$ cat src/rtl/switch_drive_ctrl_pkg.sv
// Shared types and defaults for the active-low switch drive controller.
package switch_drive_ctrl_pkg;

    localparam int unsigned TMR_W = 20;

    typedef logic [TMR_W-1:0] tmr_t;

    typedef enum logic [1:0] {
        S_OFF = 2'd0,
        S_DLY = 2'd1,
        S_ON  = 2'd2
    } state_e;

    localparam tmr_t DEF_ON_DLY     = 20'd1000;
    localparam tmr_t DEF_MIN_ON     = 20'd5000;
    localparam tmr_t DEF_MIN_OFF    = 20'd5000;
    localparam tmr_t DEF_FB_TIMEOUT = 20'd2000;

endpackage

$ cat src/rtl/switch_drive_ctrl_sw_min_timer.sv
// Loadable 20-bit down-counter that holds at zero; shared by the minimum on/off windows.
module sw_min_timer
    import switch_drive_ctrl_pkg::*;
(
    input  logic clk_i,
    input  logic rst_ni,
    input  logic load_i,
    input  tmr_t load_val_i,
    output logic zero_o,
    output logic next_zero_o
);

    tmr_t count_q, count_d;

    // NOTE: combinational blocks assign a default first so no path leaves a value unassigned (no latch).
    always_comb begin
        count_d = count_q;
        if (load_i) begin
            count_d = load_val_i;
        end else if (count_q != '0) begin
            count_d = count_q - 1'b1;
        end
    end

    // NOTE: sequential state is updated with <= so every flop samples pre-edge values.
    always_ff @(posedge clk_i or negedge rst_ni) begin
        if (!rst_ni) begin
            count_q <= '0;
        end else begin
            count_q <= count_d;
        end
    end

    assign zero_o      = (count_q == '0);
    assign next_zero_o = (count_d == '0);

endmodule

$ cat src/rtl/switch_drive_ctrl.sv
// Drives an active-low switch enable with turn-on delay and anti-chatter min on/off times.
// Define SW_FB_CHECK_EN to add feedback supervision with a sticky fault.
module switch_drive_ctrl
    import switch_drive_ctrl_pkg::*;
#(
    parameter tmr_t ON_DLY     = DEF_ON_DLY,
    parameter tmr_t MIN_ON     = DEF_MIN_ON,
    parameter tmr_t MIN_OFF    = DEF_MIN_OFF,
    parameter tmr_t FB_TIMEOUT = DEF_FB_TIMEOUT
) (
    input  logic clk_in,
    input  logic rstn_i,
    input  logic sw_req,
    input  logic sw_fb,
    output logic sw_out,
    output logic sw_on,
    output logic busy,
    output logic fault
);

    state_e state_q, state_d;
    tmr_t   cnt_q, cnt_d;
    logic   sw_out_q, sw_on_q, busy_q;
    logic   fault_q, fault_d;
    logic   tmr_load, tmr_zero, tmr_next_zero;
    tmr_t   tmr_val;

`ifdef SW_FB_CHECK_EN
    logic fb_meta_q, fb_sync_q;

    // sw_fb is asynchronous; idle value 1 means "not closed".
    always_ff @(posedge clk_in or negedge rstn_i) begin
        if (!rstn_i) begin
            fb_meta_q <= 1'b1;
            fb_sync_q <= 1'b1;
        end else begin
            fb_meta_q <= sw_fb;
            fb_sync_q <= fb_meta_q;
        end
    end
`else
    logic unused_fb;
    assign unused_fb = sw_fb ^ (^FB_TIMEOUT);
`endif

    sw_min_timer u_min_timer (
        .clk_i       (clk_in),
        .rst_ni      (rstn_i),
        .load_i      (tmr_load),
        .load_val_i  (tmr_val),
        .zero_o      (tmr_zero),
        .next_zero_o (tmr_next_zero)
    );

    always_comb begin
        state_d  = state_q;
        cnt_d    = cnt_q;
        fault_d  = fault_q;
        tmr_load = 1'b0;
        tmr_val  = '0;
        unique case (state_q)
            S_OFF: begin
`ifdef SW_FB_CHECK_EN
                if (!sw_req) fault_d = 1'b0;
`endif
                if (sw_req && tmr_zero && !fault_q) begin
                    state_d = S_DLY;
                    cnt_d   = '0;
                end
            end
            S_DLY: begin
                // DLY spans ON_DLY+1 edges, so closure lands ON_DLY+1 edges after the request is sampled.
                if (!sw_req) begin
                    state_d = S_OFF;
                end else if (cnt_q == ON_DLY) begin
                    state_d  = S_ON;
                    cnt_d    = '0;
                    tmr_load = 1'b1;
                    tmr_val  = MIN_ON;
                end else begin
                    cnt_d = cnt_q + 1'b1;
                end
            end
            S_ON: begin
`ifdef SW_FB_CHECK_EN
                if (!fb_sync_q) begin
                    cnt_d = '0;
                end else if (cnt_q == FB_TIMEOUT - 1'b1) begin
                    fault_d  = 1'b1;
                    state_d  = S_OFF;
                    cnt_d    = '0;
                    tmr_load = 1'b1;
                    tmr_val  = MIN_OFF;
                end else begin
                    cnt_d = cnt_q + 1'b1;
                end
`endif
                if (state_d == S_ON && !sw_req && tmr_zero) begin
                    state_d  = S_OFF;
                    tmr_load = 1'b1;
                    tmr_val  = MIN_OFF;
                end
            end
            default: state_d = S_OFF;
        endcase
    end

    always_ff @(posedge clk_in or negedge rstn_i) begin
        if (!rstn_i) begin
            state_q  <= S_OFF;
            cnt_q    <= '0;
            sw_out_q <= 1'b1;
            sw_on_q  <= 1'b0;
            busy_q   <= 1'b0;
            fault_q  <= 1'b0;
        end else begin
            state_q  <= state_d;
            cnt_q    <= cnt_d;
            sw_out_q <= (state_d != S_ON);
            sw_on_q  <= (state_d == S_ON);
            busy_q   <= (state_d == S_DLY) || !tmr_next_zero;
            fault_q  <= fault_d;
        end
    end

    assign sw_out = sw_out_q;
    assign sw_on  = sw_on_q;
    assign busy   = busy_q;
    assign fault  = fault_q;

endmodule

$ cat config.mk
export PLATFORM = sky130hd
export DESIGN_NAME = switch_drive_ctrl
export DESIGN_NICKNAME = d
export VERILOG_FILES = /design/src/rtl/switch_drive_ctrl_pkg.sv /design/src/rtl/switch_drive_ctrl_sw_min_timer.sv /design/src/rtl/switch_drive_ctrl.sv
export SDC_FILE = /design/constraint.sdc
export NUM_CORES = 1
export LEC_CHECK = 0
export CORE_MARGIN = 5
export CORE_UTILIZATION = 39
export CTS_CLUSTER_DIAMETER = 120
export CTS_CLUSTER_SIZE = 40
export DETAILED_ROUTE_END_ITERATION = 8
export PLACE_DENSITY_LB_ADDON = 0.05
export SETUP_SLACK_MARGIN = 0.02
export SLEW_MARGIN = 0
export SYNTH_ARGS = -nofsm -noshare
export SYNTH_HDL_FRONTEND = slang
export SYNTH_SLANG_ARGS = --single-unit
$ cat constraint.sdc
create_clock -name clk_in -period 2.71 [get_ports clk_in]
set_clock_uncertainty 0.2 [all_clocks]
set_input_delay 0.542 -clock clk_in [delete_from_list [all_inputs] [get_ports clk_in]]
set_output_delay 0.542 -clock clk_in [all_outputs]
set_load 0.02 [all_outputs]
==> impl_metrics.tcl <==
set metrics [dict create \
    dieArea_mm2 0.00909 \
    setup_viol 0 \
    crit_end "busy$_DFF_PN0_" \
    portBuffers 5 \
    cts_max_level 2 \
    synthCells 320 \
    synth_top_family_by_area "simple AND/OR/NAND/NOR gates" \
    final_cell_mix "dfrtp_1 (44), nor2_1 (40), nand2_1 (30), buf_4 (24), o21ai_0 (21)" \
    clk_latency_ns 0.31 \
    max_freq_mhz 394 \
    clk_pin_slew_ns 0.10 \
    leakage_nw 1.21 \
    fin_cells 444 \
    fp.dieH_um 95.3 \
    area_growth_syn_to_layout_pct 14.8 \
    cts_sinks 45 \
    synth_area_leaders "dfrtp_1 (39%), nor2_1 (5.3%), nand2_1 (4.0%)" \
    slew_headroom_pct 62.3 \
    num_rows 31 \
    power_density_mw_per_mm2 451 \
    hpwl_um 5080 \
    synth_edf_count 0 \
    postCtsHoldBufs 0 \
    synth_xor_area_share_pct 5.55 \
    synth-compound-area-share_pct 17.9 \
    grt_util_all_layers_pct 16.5 \
    cts_setup_buffers 0 \
    final_util_pct 45.4 \
    crit_start "u_min_timer.count_q[0]$_DFF_PN0_" \
    tns_ns 0 \
    synth_area_mm2 0.00284 \
    ys_seq_area_share_pct 39.7 \
    synthMuxAreaShare_pct 0.705 \
    antenna_found_initial 0 \
    cts_tree "built" \
    placed_cells_incl_taps 436 \
    cp_max_fo 5 \
    synth_area_per_cell_um2 8.88 \
    worstSetupPathType "reg2reg" \
    clk_path_buf_depth 2 \
    status "completed" \
    drcViolationCount 0 \
    r2r-start "u_min_timer.count_q[0]$_DFF_PN0_" \
    ir_drop_mv 0.217 \
    grt_max_degree 24 \
    grt_setup_unrepaired "false" \
    min_path_type "in2async" \
    critPathRequiredTime_ns 2.66 \
    die_x_um 95.3 \
    synth_adder_area_share_pct 3.08 \
    root_buffer "clkbuf_8" \
    tightest_slew_ns 0.565 \
    report.final.slew_viol_count 0 \
    synth_flop_cell "dfrtp_1" \
    ioPinCount 8 \
    synth_warnings 0 \
    nFillCells 710 \
    synth_async_sr_flop_share_pct 100 \
    drt_wl_total_um 6960 \
    core_region_area_mm2 0.00718 \
    synth-seq-cells 45 \
    cts_resized 0 \
    setup_slack_ns 0.173 \
    reg2reg_to "busy$_DFF_PN0_" \
    ant_nets 0 \
    first_pass_iters 4 \
    antenna_cells 0 \
    final_common_cell "dfrtp_1" \
    synth-simple-area-share_pct 28.4 \
    wire_per_inst_um 15.7 \
    ff2ff_setup_slack_ns 0.17 \
    synthesis.nets 331 \
    vias 2444 \
    fin_nets 355 \
    pre_cts_slack_ns 0.157 \
    period_needed_ns 2.54 \
    grt_pass1_wl_um 11700 \
    gp_congestion 0.867 \
    numCtsBuffers 5 \
    timing.max_cap.violations 0 \
    reg2regPathDepth 9 \
    grt_pass1_vias 2306 \
    drtIter0Drc 122 \
    start_kind "flop" \
    ys_types 60 \
    hold_viol_final 0 \
    yosysTopAreaCell "dfrtp_1" \
    finalCritPeriodShare_pct 93.6 \
    initial_core_util_pct 39.6 \
    drive_gt1_share_pct 15.4 \
    grt-ovfl-total 0 \
    cp.arrival_ns 2.49 \
    cp-end-kind "flop" \
    via_per_inst 5.50 \
    yosysTopAreaCellShare_pct 38.8 \
]
[cell type report]
class,count,area [um2],area share [%]
multi-input combinational,251,1580,48.6
sequential,45,1130,34.6
timing repair buffer,30,245,7.52
tap,99,124,3.80
clock buffer,5,68.8,2.11
clock inverter,3,68.8,2.11
inverter,11,41.3,1.27
[how the worst min path moves through the flow]
| stage | startpoint | slack, ns | endpoint |
|---|---|---|---|
| 2_1_floorplan | rstn_i | 0.05 | busy$_DFF_PN0_ |
| 3_3_place_gp | cnt_q[19]$_DFFE_PN0P_ | 0.28 | cnt_q[19]$_DFFE_PN0P_ |
| 3_5_place_dp | cnt_q[19]$_DFFE_PN0P_ | 0.28 | cnt_q[19]$_DFFE_PN0P_ |
| 4_1_cts | rstn_i | 0.03 | cnt_q[19]$_DFFE_PN0P_ |
| 5_1_grt | rstn_i | 0.04 | cnt_q[19]$_DFFE_PN0P_ |
| 6_report | rstn_i | 0.007 | cnt_q[19]$_DFFE_PN0P_ |
[state kept, by name (all words and copies together) (netlist names)]
name and count:
u_min_timer.count_q 20, sw_on 1, state_q 2, cnt_q 20, busy 1, sw_out 1
[stage by stage]
step | cell area [um2] | power (W) | hold WS, ns
after floorplan | 2840 | 0.000803 | 0.0464
after global placement | 3120 | 0.000849 | 0.275
after detailed placement | 3120 | 0.000851 | 0.284
after CTS | 3260 | 0.00149 | 0.0305
after global routing | 3260 | 0.00155 | 0.0398
final | 3260 | 0.00147 | 0.00665
[Yosys cell counts, types with 3 or more instances]
library cell / count
o31ai_1: 7
nand4b_1: 5
nand2_1: 30
or4_1: 3
ha_1: 7
nand3_1: 13
clkbuf_1: 4
nand2b_1: 6
o2bb2ai_1: 3
nor3_1: 13
o21a_1: 4
o2111ai_1: 3
a31oi_1: 4
buf_6: 4
xnor2_1: 12
inv_1: 11
and3_1: 3
nand4_1: 5
a21oi_1: 11
or3_1: 3
o21ai_0: 21
buf_2: 4
nor4_2: 3
xor2_1: 6
nor2_1: 40
dfrtp_1: 44
nor4_1: 7
[per-layer routing]
layer / wire [um] / GRT usage [%] / up-vias
met2: 3270 / 26.4 / 47
met4: 167 / 6.61 / 0
met5: 0 / 0 / -
met3: 213 / 3.55 / 15
met1: 3310 / 21.6 / 1170
li1: - / - / 1212
[logic make-up after synthesis]
family | count (synthesis)
compound gates | 75
xor+xnor | 18
fa+ha+maj | 7
buf+inv | 24
flops | 45
mux | 2
other cells | 1
simple gates | 148
[where the power goes]
part,total (W),switching [W],internal [W]
combinational,0.000118,0.0000699,0.0000483
sequential,0.000718,0.0000244,0.000694
clock,0.000635,0.000263,0.000372
[critical path, stage by stage, from the launching register on]
cell and delay, ns:
dfrtp_1 0.38, inv_1 0.09, ha_1 0.18, nor4b_4 0.32, buf_4 0.20, nand2_1 0.09, nand4b_1 0.20, xnor2_1 0.17
a2111oi_2 0.37, o2111ai_1 0.17
(Power assumes the default switching activity.)
